File: src/rtl/hp_bar_multi.sv
`default_nettype none
// ============================================================================
// Module   : hp_bar_multi
// Purpose  : Multi-channel HP tracker with edge-detected hits, saturating
//            damage, heal, frame-timed invulnerability, sticky death flag and
//            registered pixel-on flags for the filled and empty bar regions.
// Options  : HP_BAR_FLASH_EN - blink the filled bar every 4 frames while
//            invulnerable.
// Revision : 1.0 - initial release
// ============================================================================
module hp_bar_multi #(
  parameter int N_SRC       = 2,
  parameter int HP_MAX      = 150,
  parameter int DMG_PER_HIT = 30,
  parameter int HEAL_AMT    = 10,
  parameter int IFRAMES     = 30,
  parameter int BAR_X0      = 50,
  parameter int BAR_Y0      = 400,
  parameter int BAR_H       = 10,
  localparam int HPW        = $clog2(HP_MAX + 1)
) (
  input  logic             Pclk,
  input  logic             reset,
  input  logic [9:0]       xx,
  input  logic [9:0]       yy,
  input  logic             aactive,
  input  logic             frame_tick,
  input  logic [N_SRC-1:0] isCollision,
  input  logic             heal,
  output logic             hp_barOn,
  output logic             hp_bgOn,
  output logic [HPW-1:0]   hp,
  output logic             invuln,
  output logic             dead
);

  // Counter wide enough for IFRAMES; kept at 1 bit when the window is disabled.
  localparam int CW = (IFRAMES > 0) ? $clog2(IFRAMES + 1) : 1;
  // Damage / heal arithmetic width: room for 8 simultaneous hits without wrap.
  localparam int DW = HPW + 4;

  localparam logic [1:0] ST_ALIVE  = 2'd0;
  localparam logic [1:0] ST_INVULN = 2'd1;
  localparam logic [1:0] ST_DEAD   = 2'd2;

  localparam logic [DW-1:0] HP_MAX_W = DW'(HP_MAX);
  localparam logic [DW-1:0] DMG_W    = DW'(DMG_PER_HIT);
  localparam logic [DW-1:0] HEAL_W   = DW'(HEAL_AMT);
  localparam logic [CW-1:0] IFR_LOAD = CW'(IFRAMES);
  localparam logic [CW-1:0] CNT_ONE  = CW'(1);

  // Pixel bounds in 11 bits so BAR_X0 + HP_MAX beyond 1023 cannot wrap.
  localparam logic [10:0] X0_W   = 11'(BAR_X0);
  localparam logic [10:0] XEND_W = 11'(BAR_X0 + HP_MAX);
  localparam logic [10:0] Y0_W   = 11'(BAR_Y0);
  localparam logic [10:0] YEND_W = 11'(BAR_Y0 + BAR_H);

  logic [1:0]       state_q, state_d;
  logic [HPW-1:0]   hp_q, hp_d;
  logic [CW-1:0]    cnt_q, cnt_d;
  logic [N_SRC-1:0] prev_q;
  logic             heal_prev_q;
  logic             invuln_q, dead_q;
  logic             bar_q, bar_d;
  logic             bg_q, bg_d;

  logic [N_SRC-1:0] new_hit;
  logic             heal_edge;
  logic [3:0]       hits_n;
  logic [DW-1:0]    dmg;
  logic [DW-1:0]    hp_w;
  logic [DW-1:0]    rem;
  logic [10:0]      x_w, y_w, fill_end;
  logic             in_row;

  assign new_hit   = isCollision & ~prev_q;
  assign heal_edge = heal & ~heal_prev_q;
  assign dmg       = DW'(hits_n) * DMG_W;
  assign hp_w      = DW'(hp_q);

  function automatic logic [DW-1:0] add_heal(input logic [DW-1:0] v);
    logic [DW-1:0] s;
    s = v + HEAL_W;
    return (s > HP_MAX_W) ? HP_MAX_W : s;
  endfunction

  // Count how many channels produced a fresh rising edge this cycle.
  always_comb begin
    hits_n = '0;
    for (int i = 0; i < N_SRC; i++) begin
      hits_n = hits_n + {3'b000, new_hit[i]};
    end
  end

  // Next HP / state: damage resolves before heal, death discards the heal.
  always_comb begin
    state_d = state_q;
    hp_d    = hp_q;
    cnt_d   = cnt_q;
    rem     = '0;
    case (state_q)
      ST_ALIVE: begin
        if (dmg != '0) begin
          if (dmg >= hp_w) begin
            hp_d    = '0;
            state_d = ST_DEAD;
          end else begin
            rem = hp_w - dmg;
            if (heal_edge) begin
              rem = add_heal(rem);
            end
            hp_d = rem[HPW-1:0];
            if (IFRAMES > 0) begin
              cnt_d   = IFR_LOAD;
              state_d = ST_INVULN;
            end
          end
        end else if (heal_edge) begin
          rem  = add_heal(hp_w);
          hp_d = rem[HPW-1:0];
        end
      end
      ST_INVULN: begin
        if (heal_edge) begin
          rem  = add_heal(hp_w);
          hp_d = rem[HPW-1:0];
        end
        if (frame_tick) begin
          cnt_d = cnt_q - CNT_ONE;
          if (cnt_q == CNT_ONE) begin
            state_d = ST_ALIVE;
          end
        end
      end
      default: begin
        // Dead (or unreachable encoding): frozen until reset.
      end
    endcase
  end

`ifdef HP_BAR_FLASH_EN
  logic [3:0] frame_cnt_q;

  // Free-running frame counter that paces the invulnerability blink.
  always_ff @(posedge Pclk) begin
    if (reset) begin
      frame_cnt_q <= 4'd0;
    end else if (frame_tick) begin
      frame_cnt_q <= frame_cnt_q + 4'd1;
    end
  end
`endif

  // Bar geometry against the HP value held in the register this cycle.
  always_comb begin
    x_w      = {1'b0, xx};
    y_w      = {1'b0, yy};
    fill_end = X0_W + 11'(hp_q);
    in_row   = (y_w > Y0_W) && (y_w < YEND_W);
    bar_d    = aactive && in_row && (x_w > X0_W) && (x_w <= fill_end);
    bg_d     = aactive && in_row && (x_w > fill_end) && (x_w <= XEND_W);
`ifdef HP_BAR_FLASH_EN
    if (invuln_q && frame_cnt_q[2]) begin
      bar_d = 1'b0;
    end
`endif
  end

  // State, HP, edge history and registered outputs.
  always_ff @(posedge Pclk) begin
    if (reset) begin
      state_q     <= ST_ALIVE;
      hp_q        <= HPW'(HP_MAX);
      cnt_q       <= '0;
      prev_q      <= '0;
      heal_prev_q <= 1'b0;
      invuln_q    <= 1'b0;
      dead_q      <= 1'b0;
      bar_q       <= 1'b0;
      bg_q        <= 1'b0;
    end else begin
      state_q     <= state_d;
      hp_q        <= hp_d;
      cnt_q       <= cnt_d;
      prev_q      <= isCollision;
      heal_prev_q <= heal;
      invuln_q    <= (state_d == ST_INVULN);
      dead_q      <= (state_d == ST_DEAD);
      bar_q       <= bar_d;
      bg_q        <= bg_d;
    end
  end

  assign hp       = hp_q;
  assign invuln   = invuln_q;
  assign dead     = dead_q;
  assign hp_barOn = bar_q;
  assign hp_bgOn  = bg_q;

endmodule
`default_nettype wire

File: config.mk
export PLATFORM = sky130hd
export DESIGN_NAME = hp_bar_multi
export DESIGN_NICKNAME = d
export VERILOG_FILES = /design/src/rtl/hp_bar_multi.sv
export SDC_FILE = /design/constraint.sdc
export NUM_CORES = 1
export LEC_CHECK = 0
export ABC_CLOCK_PERIOD_IN_PS = 4200
export CAP_MARGIN = 5
export CORE_MARGIN = 2
export CORE_UTILIZATION = 30
export DETAILED_ROUTE_END_ITERATION = 6
export PLACE_DENSITY_LB_ADDON = 0.12
export SLEW_MARGIN = 20
export SYNTH_ARGS = -nofsm -noshare
export SYNTH_HDL_FRONTEND = slang
export SYNTH_SLANG_ARGS = --single-unit
File: constraint.sdc
create_clock -name Pclk -period 4.2 [get_ports Pclk]
set_input_delay 0.42 -clock Pclk [delete_from_list [all_inputs] [get_ports Pclk]]
set_output_delay 0.42 -clock Pclk [all_outputs]
set_load 0.01 [all_outputs]
==> out/metrics.yaml <==
detailed_routing:
  antenna_left: 0
  drt_iter0_drc: 150
  dr.pass1.iters: 4
  wire_per_inst_um: 14.9
  totalWireLength_mm: 6.53
  route.vias.total: 2314
  vias_per_cell: 5.27
  remaining_drc_errors: 0
cells_and_area:
  fillCellCount: 810
  utilization: 0.379
  multi_input_area_sq_um: 1760
  ff_latch_area_sq_um: 440
  antenna_cells: 0
  syn_to_final_growth_pct: 23.6
  final_nets: 388
  drive_above_1_share: 0.0861
synthesis:
  syn-instance-count: 301
  synth_most_common_cell: "nor2_1"
  syn_nets: 351
  synth_area_leader_cell: "dfxtp_1"
  netlist_top_cells_area: "dfxtp_1 19%, ha_1 12%, xnor2_1 5.6%"
  avgSynthCellArea_sq_um: 7.74
  yosysSeqAreaShare: 0.189
  ys_types: 71
  synth_ff_type: "dfxtp_1"
  netlist.area_leader.share: 0.189
  synth-edff-count: 0
  syn_area_sq_um: 2330
  ys_seq_elements: 22
  synth_common_cells: "30 x nor2_1, 22 x a21oi_1, 22 x dfxtp_1, 22 x ha_1, 18 x nand2_1"
  yosys_warnings: 0
  synthArstFlopShare: 0
critical_path:
  cp-end-kind: "flop"
  path_buf_inv: 2
  reg2reg_depth: 15
  crit_chain: "clkdlybuf4s50_1, nor2b_1, ha_1, ha_1, fa_1, inv_1, ha_1, nor3_1, nor2_1, a21oi_1, nor3_1, a2111o_1, o211ai_2, a211oi_1, o311a_1"
  cp-start-kind: "input port"
  reg2reg_from: "prev_q[1]"
  crit_top_cell: "ha_1"
  worst-setup-path-type: "input port to flop"
  cp_top_family: "adder cells"
  crit_required_ns: 4.37
  max_stage_delay_ns: 0.57
  cp.arrival_ns: 3.92
  crit_path_top_delay_cell: "fa_1"
  reg2reg_slack_ns: 0.75
  cp_max_fo: 7
  r2r-end: "hp[3]"
global_route:
  grt_pass1_vias: 2190
  antenna_found_initial: 0
  grt_max_degree: 16
  grt-ovfl-total: 0
  grt_pass1_wl_mm: 10.8
  track_usage: 0.157
sta:
  tightest_slew_ns: 0.914
  fin_skew_ns: 0.00633
  fmax_ghz: 0.267
  period_minus_slack_ns: 3.75
  timing.final.setup_violations: 0
  fin_tns_setup_ns: 0
  fin_crit_sh: 0.893
  finalMaxSlewViolations: 0
  slew_headroom: 0.390
  rsz0062_at_grt: "no"
  hold_violations: 0
floorplan:
  core-area_sq_um: 7610
  dieArea_sq_um: 8490
  die_h_um: 92.1
  die_width_um: 92.1
  start_util: 0.306
  io_pins: 39
  rows: 32
cts:
  clock_path_buffers: 2
  ctsResizeCount: 0
  cts_hold_buffers: 0
  ctsHtreeMaxLevel: 1
  insertion_delay_ns: 0.27
  cts_made_buffers: 3
  root_buffer: "clkbuf_8"
  postCtsSetupBuffers: 0
  cts_tree: "yes"
  clkSinkCount: 22
  clk_pin_slew_worst_paths_ns: 0.10
min_path:
  min_path_cells: 2
  min_path_type: "flop to flop"
  hp-start: "cnt_q[1]"
  hold_path_end: "cnt_q[1]"
power:
  fin_total_pwr_w: 0.00219
  p_leak_nw: 1.14
  ir_drop_mv: 0.237
  power_density_nw_per_um2: 759
outcome:
  status: "completed"
job:
  maxCapViolations: 0
placement:
  place_hpwl_mm: 5.21
  place_congestion: 0.863
  port-buffer-count: 38
[registers in the layout, indices dropped and copies added (netlist names)]
register	cells
cnt_q	5
dead	1
prev_q	2
hp_bgOn	1
invuln	1
hp	8
state_q	2
heal_prev_q	1
hp_barOn	1
[layer usage]
layer  GRT usage  vias to the layer above  routed length (um)
met5           0                        -                   0
met4      0.0423                        0                  99
met3      0.0271                        8                 244
met2       0.264                       42                3030
met1       0.207                     1078                3150
li1            -                     1186                   -
[through the flow]
| step | hold WS [ns] | instance area [sq um] | worst slack [ns] | instances |
|---|---|---|---|---|
| floorplan | 0.489 | 2330 | 0.811 | 301 |
| global placement | 0.513 | 2810 | 0.222 | 435 |
| detailed placement | 0.520 | 2810 | 0.169 | 435 |
| CTS | 0.533 | 2880 | 0.466 | 439 |
| global route | 0.620 | 2880 | 0.134 | 439 |
| finish | 0.529 | 2880 | 0.448 | 439 |
[where the power goes]
group	leakage [nW]	switching [W]	internal (W)
Clock	0.0357	0.0000828	0.000128
Sequential	0.182	0.0000892	0.000267
Combinational	0.920	0.000888	0.000731
[how the worst max path moves through the flow]
stage	slack, ns	cells past startpoint	to	start
5_1_grt	0.13	16	hp[3]	isCollision[0]
3_3_place_gp	0.22	15	hp[3]	isCollision[0]
6_report	0.45	15	hp[3]	isCollision[0]
3_5_place_dp	0.17	15	hp[3]	isCollision[0]
4_1_cts	0.47	15	hp[3]	isCollision[0]
2_1_floorplan	0.81	12	hp[3]	isCollision[0]
[tightest hold or removal path: stages (launching register included)]
cell      delay [ns]
dfxtp_1         0.34
nor2_1          0.10
a311oi_1        0.05
[final cells by class]
| class | count | share of cell area |
|---|---|---|
| well taps | 102 | 0.0443 |
| inverters | 16 | 0.0208 |
| flip-flops and latches | 22 | 0.153 |
| multi-input cells | 251 | 0.610 |
| repair buffers | 44 | 0.148 |
| clock inverters | 1 | 0.0104 |
| clock buffers | 3 | 0.0143 |
[logic make-up (layout without fill, tap and decap cells)]
logic type	count (synthesis)	in the layout	share of synthesized area
simple gates	114	114	0.256
mux	3	3	0.0156
flops	22	22	0.189
xor+xnor	20	20	0.0784
buf+inv	28	64	0.0574
fa+ha+maj	23	23	0.127
compound gates	91	91	0.278
[cell usage in the layout (no fill, tap or decap), drive strengths merged, types with 2 or more instances in the layout]
master and instances:
o2111ai 3, nand3 9, o21a 3, ha 22, o31ai 3, o211ai 2
buf 6, a211oi 5, nand2b 6, nand3b 3, nand2 18, and3 3
a211o 3, a221o 2, a21oi 22, or2 7, clkbuf 3, inv 16
nor3 9, xnor2 16, nor2 30, mux2 2, xor2 4, o21ai 15
dfxtp 22, o311a 2, clkdlybuf4s50 38, nor3b 3, o311ai 3, nor4b 2
nor4 4, nand4 5, nor2b 9, a31oi 7, o22ai 2, a21o 5
(Power assumes the default switching activity.)
